[config.mk]
export PLATFORM = sky130hd
export DESIGN_NAME = fetch_pc_ctrl
export DESIGN_NICKNAME = d
export VERILOG_FILES = /design/src/rtl/fetch_pc_ctrl.sv
export SDC_FILE = /design/constraint.sdc
export NUM_CORES = 1
export LEC_CHECK = 0
export ABC_AREA = 0
export ABC_CLOCK_PERIOD_IN_PS = 8200
export CORE_MARGIN = 3
export CORE_UTILIZATION = 25
export CTS_CLUSTER_DIAMETER = 80
export DETAILED_ROUTE_END_ITERATION = 12
export PLACE_DENSITY = 0.49
export SLEW_MARGIN = 20
export SYNTH_ARGS = -nofsm -noshare
export SYNTH_HDL_FRONTEND = slang
export SYNTH_SLANG_ARGS = --single-unit
export TNS_END_PERCENT = 100
[constraint.sdc]
create_clock -name clk -period 8.2 [get_ports clk]
set_input_delay 1.23 -clock clk [delete_from_list [all_inputs] [get_ports clk]]
set_output_delay 1.23 -clock clk [all_outputs]
set_load 0.02 [all_outputs]
[src/rtl/fetch_pc_ctrl.sv]
// Fetch-stage PC generator for the dual-issue pipeline.
// Produces paired or single fetch requests and picks the next PC from a
// CP0 redirect, a pending branch target, or the sequential increment.
// A taken branch whose delay slot is still unfetched passes through WAIT_DS.
// In that state the delay slot is fetched alone. The PC then jumps to the
// saved target.
module fetch_pc_ctrl #(
  parameter logic [31:0] RESET_PC   = 32'hbfc00000,
  parameter int          PAIR_BYTES = 8
) (
  input  logic        clk,
  input  logic        rst,
  input  logic        stall,
  input  logic        flush,
  input  logic [31:0] flush_pc,
  input  logic        br_e,
  input  logic [31:0] br_addr,
  input  logic        br_ds_fetched,
  input  logic        inst_addr_ok,
  output logic        inst_req,
  output logic [31:0] pc_o,
  output logic [1:0]  lane_mask,
  output logic        pc_adel,
  output logic        fsm_wait_ds
);

  localparam logic [31:0] PAIR_STEP = 32'(PAIR_BYTES);
  localparam logic [31:0] WORD_STEP = 32'd4;

  typedef enum logic [1:0] {NORMAL, WAIT_DS, BR_GO} state_t;

  state_t      state, state_n;
  logic [31:0] pc, pc_n;
  logic [31:0] tgt, tgt_n;
  logic        req_en;
  logic        pair;
  logic        fire;

  // Decode the outputs from the registers.
  // Only inst_req also looks at rst directly, so it drops as soon as reset asserts.
  always_comb begin
    pc_adel     = |pc[1:0];
    pair        = ~pc[2] & (state == NORMAL) & ~pc_adel;
    lane_mask   = pair ? 2'b11 : 2'b01;
    inst_req    = req_en & rst & ~pc_adel;
    pc_o        = pc;
    fsm_wait_ds = (state == WAIT_DS);
    fire        = inst_req & inst_addr_ok & ~stall;
  end

  // Next-state selection: redirect, then branch, then delay-slot sequencing,
  // then the sequential advance. The remaining cases hold.
  always_comb begin
    state_n = state;
    pc_n    = pc;
    tgt_n   = tgt;
    if (flush) begin
      pc_n    = flush_pc;
      state_n = NORMAL;
      tgt_n   = '0;
    end else if (~stall & br_e & (state == NORMAL)) begin
      if (br_ds_fetched) begin
        pc_n    = br_addr;
        state_n = NORMAL;
      end else begin
        // pc is left as it is, so the next fetch reissues it alone as the delay slot.
        tgt_n   = br_addr;
        state_n = WAIT_DS;
      end
    end else if (fire) begin
      unique case (state)
        WAIT_DS: begin
          pc_n    = tgt;
          state_n = BR_GO;
        end
        BR_GO: begin
          // The target went out as a single-lane fetch, so step by one word.
          pc_n    = pc + WORD_STEP;
          state_n = NORMAL;
        end
        default: pc_n = pc + (pair ? PAIR_STEP : WORD_STEP);
      endcase
    end
  end

  // State registers. After reset is released, requests begin on the first edge.
  always_ff @(posedge clk or negedge rst) begin
    if (!rst) begin
      pc     <= RESET_PC;
      state  <= NORMAL;
      tgt    <= '0;
      req_en <= 1'b0;
    end else begin
      pc     <= pc_n;
      state  <= state_n;
      tgt    <= tgt_n;
      req_en <= 1'b1;
    end
  end

endmodule
### Yosys cells after proc, flatten, opt, wreduce, memory -nomap -nowiden

Index checks and enable logic that the tools add are counted.

* register bits: 67
* ROM bits: 0
* input bits: 71
* memories kept: 0
* bits in latches: 0
* RAM bits: 0

* magnitude comparators: 0
* divide/modulo/power cells: 0
* eq/ne operators: 4
* shift operators: 0
* multiplexer cells: 15
* multiply operators: 0
* $add $sub $neg: 2
* reduce and logical (&&, ||, !) cells: 8
* bitwise operators: 11

Operator list (number)
* 32-bit 2-to-1 mux: 7
* 32-bit case mux with 2 select lines: 1
* 32-bit by 3-bit adder with 32-bit output, second input constant: 1
* 32-bit by 4-bit adder with 32-bit output: 1
* 1-bit AND: 8
* 2-bit 2-to-1 mux: 4
* 2-bit AND reduction: 3
* 4-bit 2-to-1 mux: 1
* 2-bit case mux with 2 select lines: 1
* 4-bit nonzero test: 1
* 3-bit != test, second input constant: 1
* 1-bit inverter: 3
* 3-bit nonzero test: 1
* 2-bit by 1-bit == test with 1-bit output, second input constant: 1
* 2-bit == test, second input constant: 1
* 2-bit zero test: 1
* 2-bit != test, second input constant: 1
* 2-bit nonzero test: 1
* 2-bit OR reduction: 1
* 1-bit 2-to-1 mux: 1

### Longest topological paths before layout

Gate-level depths: netlist of run 1.

* word-level depth: 9
* depth in mapped cells: 11
* mapped depth without buffers: 11

### Worst setup path before layout of run 1

Ideal clock, no wire load.

* path type: register to register
* start point: reg pc[1], in the netlist pc_o[1]
* end point: reg pc[22], in the netlist pc_o[22]
* slack: 5.025 ns
* buffers on the path: 0
* cell stages (with the launch flop): 10
* data arrival time: 3.113 ns
* library setup time: 0.063 ns
* cell sequence: dfrtp_1 > or2_2 > nor4_1 > inv_1 > fa_1 > nand4b_1 > or4_4 > or4_1 > a21oi_1 > o221a_1

* cells in the longest elaborated chain, start to end: 9

Ends and longest elaborated chain
* start: declaration: line 33 `logic [31:0] pc, pc_n;`
* start signal: assignment: line 94 `pc <= pc_n;`
* 2-bit OR reduction: line 42 `pc_adel = |pc[1:0];`
* via pc_adel: line 23 `output logic pc_adel,`
* 1-bit inverter: line 43 `pair = ~pc[2] & (state == NORMAL) & ~pc_adel;`
* 1-bit AND: line 43
* via pair: line 36 `logic pair;`
* 4-bit 2-to-1 mux: line 81 `default: pc_n = pc + (pair ? PAIR_STEP : WORD_STEP);`
* 32-bit by 4-bit adder with 32-bit output: line 81
* 32-bit case mux with 2 select lines: line 71 `unique case (state)`
* 32-bit 2-to-1 mux: line 70 `end else if (fire) begin`
* 32-bit 2-to-1 mux: line 61 `end else if (~stall & br_e & (state == NORMAL)) begin`
* 32-bit 2-to-1 mux: line 57 `if (flush) begin`

The timed path passes the listed nets, and every way through them passes these cells. The select of a mux whose other input is x is not followed.
A chain may end at the register's enable or synchronous reset.

### Final worst setup path of run 1

* start point: in rst
* end point: out inst_req

* cells in the longest elaborated chain, start to end: 2

Ends and longest elaborated chain
* start: declaration: line 12 `input logic rst,`
* 1-bit AND (2 in series): line 45 `inst_req = req_en & rst & ~pc_adel;`
* end: declaration: line 20 `output logic inst_req,`

Every way passes these cells.

==> results of run 1 <==
==> worst max path at each step <==
stage,from,end
floorplan,pc_o[1]$_DFFE_PN0P_,pc_o[22]$_DFFE_PN1P_
global placement,stall,pc_o[9]$_DFFE_PN0P_
detailed placement,stall,pc_o[11]$_DFFE_PN0P_
CTS,rst,inst_req
global route,rst,inst_req
finish,rst,inst_req
==> through the flow <==
step / hold WS, ns / area [um2] / worst slack (ns)
4_1_cts: 0.524 / 5830 / 3.94
5_1_grt: 0.538 / 5830 / 3.73
2_1_floorplan: 0.496 / 4300 / 5.02
3_3_place_gp: 0.508 / 5540 / 3.88
6_report: 0.523 / 5830 / 3.96
3_5_place_dp: 0.516 / 5540 / 3.75
==> sequential cells by signal, indices dropped and copies added, names as in the netlist <==
signal	cells
req_en	1
tgt	32
pc_o	32
state	2
==> worst min-delay path: stages, from the launching register on <==
cell and delay [ns]:
dfrtp_1 0.37, nand2_1 0.06, a21oi_1 0.05
==> metal layers <==
metal  vias to the layer above  track usage [%]  wire, um
li1                       2121                -         -
met1                      2212             25.2      8000
met2                       180             29.3      7850
met3                        28             4.01      1070
met4                         0             5.71       326
met5                         -                0         0
==> cells in the final DEF (no fill, tap or decap), types with 5 or more instances in the layout <==
master           netlist  routed
a21oi_1               52      52
a221oi_1              10      10
a31oi_1               10      10
and3_1                 7       7
buf_4                  2       7
clkbuf_16              0       9
clkdlybuf4s50_1        0     104
dfrtp_1               58      58
dfstp_2                9       9
inv_1                 13      13
mux2i_1                8       8
nand2_1              100     100
nand3_1               10      10
nand4_1                9       9
nor2_1                39      38
nor3_1                20      20
nor4_1                 8       8
o21ai_0               28      28
o2bb2ai_1              5       5
o31ai_1                6       6
or3_1                  5       5
or4_1                  5       5
xnor2_1                8       8
==> cell families (layout without fill, tap and decap cells) <==
group | count (synthesis) | after routing | synth area share (%)
AOI/OAI and AO/OA | 157 | 157 | 24.1
adders and majority gates | 3 | 3 | 1.05
other | 1 | 2 | 0.0873
muxes | 8 | 8 | 1.86
DFF | 67 | 67 | 39.3
buffers and inverters | 52 | 143 | 4.86
and+or+nand+nor | 230 | 230 | 26.3
xor gates and xnor gates | 12 | 12 | 2.45
==> final cells by class <==
| class | count | area [um2] | share of cell area (%) |
|---|---|---|---|
| multi-input combinational | 412 | 2420 | 41.5 |
| tap | 220 | 275 | 4.72 |
| inverter | 14 | 52.6 | 0.902 |
| clock inverter | 2 | 35.0 | 0.601 |
| timing repair buffer | 113 | 1100 | 18.9 |
| clock buffer | 14 | 254 | 4.36 |
| sequential | 67 | 1690 | 29.0 |
==> power groups by stage <==
stage,Sequential (mW),Combinational (mW),Clock [mW]
after detailed placement,0.401,0.248,0
after floorplan,0.410,0.108,0
after global placement,0.400,0.246,0
after global routing,0.400,0.269,0.411
after CTS,0.395,0.249,0.397
final,0.396,0.248,0.390
==> run metrics, run 1 <==
status=finished clean; maxcap violations=0; first-pass GRT wire length=between 20 and 30 mm; Syn Std Cell Area=approximately 4300 um2; VDD IR max=~0.00012 V; # Post-CTS Setup Buffers=0; per-cell routed wire length=20.5 um; PortBufs=106; hold wc startpoint=tgt[20]$_DFFE_PN0P_; period utilisation layout=between 50% and 60%; power per cell area=about 180 nW/um2; Placed Instances=roughly 830; crit start category=primary input; Slew headroom=about a third; Syn-to-layout area delta=35.6%; number of cell rows=47; Pleak=2.22 nW; router iterations before antenna repair=5; CP required=6.97 ns; Synth Register Bits=67; Final ANT Viol Nets=0; reg2reg path depth=9; Post-Syn Instances=530; fillers=1787; WP buf/inv=3; Crit path depth=4; Clock Pin Slew Worst Setup and Hold Paths=0.05 ns; Total Power=~1.0 mW; largest net degree at the start of global routing=54; reg-to-reg startpoint=pc_o[1]$_DFFE_PN0P_; Clock power frac=a little under two fifths; core footprint=between 15000 and 20000 um2; Post-synth EDFFs=0; synth warn=0; Yosys top cell by area=dfrtp_1; Initial Util=between 20% and 30%; Max Clk Rate=~240 MHz; final setup vio count=0; H-tree depth=3; Total Routing Usage GR=between 10% and 20%; RSZ-0062 raised after global routing=no; slowest stage cell, crit path=clkdlybuf4s50_1; total global routing overflow=0; Final Util=between 30% and 40%; layout cell share with drive strength beyond 1=under 10%; top post-synthesis cells by count=nand2_1 (100), dfrtp_1 (58), a21oi_1 (52), nor2_1 (39), clkbuf_1 (29); clk_skew=roughly 0.004 ns; Clock Sinks=67; hold buffers post-CTS=0; Clk Latency, worst-skew pair=0.34 ns; Critical Path End Type=output pin; die height=137 um; DRC Markers=0; switch share=between 30% and 40%; CTS tree=yes; Seq/Total Area, Yosys=approximately 39%; synth top area cells=dfrtp_1 (34%), nand2_1 (8.7%), a21oi_1 (6.1%); Iter 0 DRT Violations=between 300 and 400; TNS Setup=0 ns; hold path depth=2; total number of vias=around 4500; R2R setup slack=between 4 and 5 ns; Switch Pwr=between 300 and 400 uW; Die Width=about 140 um; Worst-Margin Slew=between 0.9 and 1 ns; Cell Int Power=just over 700 uW; ant diodes=0; syn avg cell area=around 8 um2; final std cells w/o fill=842; Hold/Removal Path Class=reg2reg; Hold Path End=tgt[20]$_DFFE_PN0P_; Crit Path Category=in2out; vias in the first global route=about 4600; number of nets in the layout=roughly 690; vias per cell=5.39; ordered list of cells on the worst path=buf_2, nand4bb_1, inv_1, clkdlybuf4s50_1; root buffer cell=clkbuf_16; initial antenna violation count=0; Distinct cells, synth=70; CTS buffer count=9; DIE AREA=~19000 um2; Flop pwr share=a little under two fifths; CP Max Fanout=28; drt total wl=about 17 mm; cell family contributing the most delay on the critical path=buffers and inverters; largest stage delay on the critical path=between 0.6 and 0.7 ns; FFs w/ async S/R, synth=100%; count leader, synth=nand2_1; post-CTS resize count=0; post-detail-place hpwl=11.9 mm; # IOs=approximately 110; min Tclk post-route=around 4.2 ns; Reg-to-Reg End=pc_o[30]$_DFFE_PN0P_; Data arrival, critical path=3.01 ns; CTS Buffer Depth=2; count of pins over their slew limit=0; Final Wtd Congestion=about 0.84; endpoints failing hold=0; Synth top area share=~34%; combinational share of power=around a quarter; ys flop type=dfrtp_1
Note: power is estimated with default switching activity, not from simulation.
==> inputs of run 2 (changes only) <==
Settings changed: ABC_CLOCK_PERIOD_IN_PS 8200 to 4000.
Clock period 8.2 ns to 4 ns, I/O delays scaled along.
==> run 2 against run 1 <==
Worst setup slack got worse by 3.3 ns. Clock power increased by 100%. Critical path type is now reg2reg. Final area increased by 1.6%. Largest power group unchanged. Non-clock buffer count increased by 11. Largest cell class unchanged. Wire length decreased by 1.0%. Critical path depth increased by 5. Register-to-register slack got worse by 4.0 ns. Combinational power increased by 110%. Sequential share of layout area decreased by 0.46 points.
==> run metrics, run 2 (synthesis gave the netlist of run 1 again) <==
CTS buffer count=9; switch share=30.9%; design area=5920 um2; root buffer cell=clkbuf_16; DRC Markers=0; Clk Latency, worst-skew pair=between 0.3 and 0.4 ns; maxcap violations=0; Reg-to-Reg End=pc_o[22]$_DFFE_PN1P_; crit path from=pc_o[1]$_DFFE_PN0P_; Iter 0 DRT Violations=419; crit start category=flip-flop; clk_skew=~0.0098 ns; final setup vio count=0; endpoints failing hold=0; ordered list of cells on the worst path=or2_2, nor4_1, inv_1, fa_1, nand4b_1, or4_4, or4_1, a21oi_1, o221a_1; Clock Pin Slew Worst Setup and Hold Paths=0.06 ns; ant diodes=0; most common cell after layout, fill and taps aside=clkdlybuf4s50_1; Clock Sinks=67; TNS Setup=0 ns; # Post-CTS Setup Buffers=0; largest net degree at the start of global routing=63; Hold/Removal Path Class=in2async; CP required=about 4.3 ns; Syn-to-layout area delta=37.8%; vias in the first global route=approximately 4600; layout cell share with drive strength beyond 1=under 10%; first-pass GRT wire length=~27 mm; reg-to-reg startpoint=pc_o[1]$_DFFE_PN0P_; post-CTS resize count=0; Pleak=approximately 2.3 nW; Data arrival, critical path=3.63 ns; Die Width=between 100 and 150 um; Crit Path Category=reg2reg; count of pins over their slew limit=0; initial antenna violation count=0; CTS tree=yes; status=finished clean; DIE AREA=~19000 um2; largest stage delay on the critical path=~0.51 ns; CTS Buffer Depth=2; VDD IR max=just under 0.0002 V; number of cell rows=47; post-detail-place hpwl=around 12 mm; Max Clk Rate=~300 MHz; Cell Int Power=1.46 mW; min Tclk post-route=around 3.3 ns; fillers=1780; cell family contributing the most delay on the critical path=simple AND/OR/NAND/NOR gates; vias per cell=5.40; # IOs=about 110; Slew headroom=between 40 and 50%; slowest stage cell, crit path=or4_4; core footprint=between 15000 and 20000 um2; Final Wtd Congestion=about 0.9; drt total wl=roughly 17 mm; Flop pwr share=a little under two fifths; per-cell routed wire length=20.0 um; period utilisation layout=between 80% and 90%; R2R setup slack=0.65 ns; most frequent cells in the layout=clkdlybuf4s50_1 (104), nand2_1 (100), dfrtp_1 (58); H-tree depth=3; CP Max Fanout=6; router iterations before antenna repair=5; power per cell area=~360 nW/um2; total number of vias=4604; reg2reg path depth=9; Critical Path End Type=flip-flop; Area after DPL=5630 um2; PortBufs=~110; total global routing overflow=0; Total Power=about 2.1 mW; Clock power frac=a little under two fifths; Initial Util=about 26%; die height=approximately 140 um; RSZ-0062 raised after global routing=no; Worst-Margin Slew=between 0.8 and 0.9 ns; combinational share of power=around 24%; Crit path depth=9; Final ANT Viol Nets=0; number of nets in the layout=between 700 and 800; CP Capture Point=pc_o[22]$_DFFE_PN1P_; Switch Pwr=653 uW; Total Routing Usage GR=18.5%; WP buf/inv=1; hold buffers post-CTS=0
run 2: power by group through the flow:
stage                     registers (mW)  logic (mW)  clock network (mW)
after floorplan                    0.840       0.222                   0
after global placement             0.817       0.514                   0
after detailed placement           0.819       0.515                   0
after CTS                          0.807       0.518               0.808
after global routing               0.817       0.563               0.836
final                              0.809       0.515               0.789
run 2: cell type report:
class                      count  area [um2]  area share, %
timing repair buffer         124        1200           20.2
sequential                    67        1690           28.5
tap                          220         275           4.65
multi-input combinational    412        2410           40.8
clock buffer                  15         288           4.86
clock inverter                 1        5.00         0.0845
inverter                      14        52.6          0.887
run 2: worst min path at each step:
stage                                    from             endpoint  slack (ns)  depth (start not counted)
final                                     rst  tgt[27]$_DFFE_PN0P_        0.36                          2
after global routing                      rst  tgt[27]$_DFFE_PN0P_        0.41                          2
after CTS                                 rst  tgt[27]$_DFFE_PN0P_        0.39                          2
after detailed placement  tgt[25]$_DFFE_PN0P_  tgt[25]$_DFFE_PN0P_        0.51                          2
after global placement     tgt[4]$_DFFE_PN0P_   tgt[4]$_DFFE_PN0P_        0.51                          2
after floorplan                           rst  pc_o[0]$_DFFE_PN0P_        0.30                          0
run 2: per-layer routing:
layer  vias up  global-route usage [%]  routed length [um]
li1       2137                       -                   -
met3        27                    5.66                1380
met5         -                       0                   0
met4         0                    4.05                 241
met1      2238                    25.4                7640
met2       202                    28.9                7800
run 2: metrics by stage:
step | instances | hold WS, ns | setup slack [ns] | util (%)
final | 853 | 0.360 | 0.651 | 35.5
after detailed placement | 837 | 0.512 | 0.705 | 33.7
after global placement | 837 | 0.511 | 0.763 | 33.7
after CTS | 853 | 0.395 | 0.650 | 35.5
after floorplan | 531 | 0.304 | 0.825 | -
after global routing | 853 | 0.410 | 0.407 | 35.5
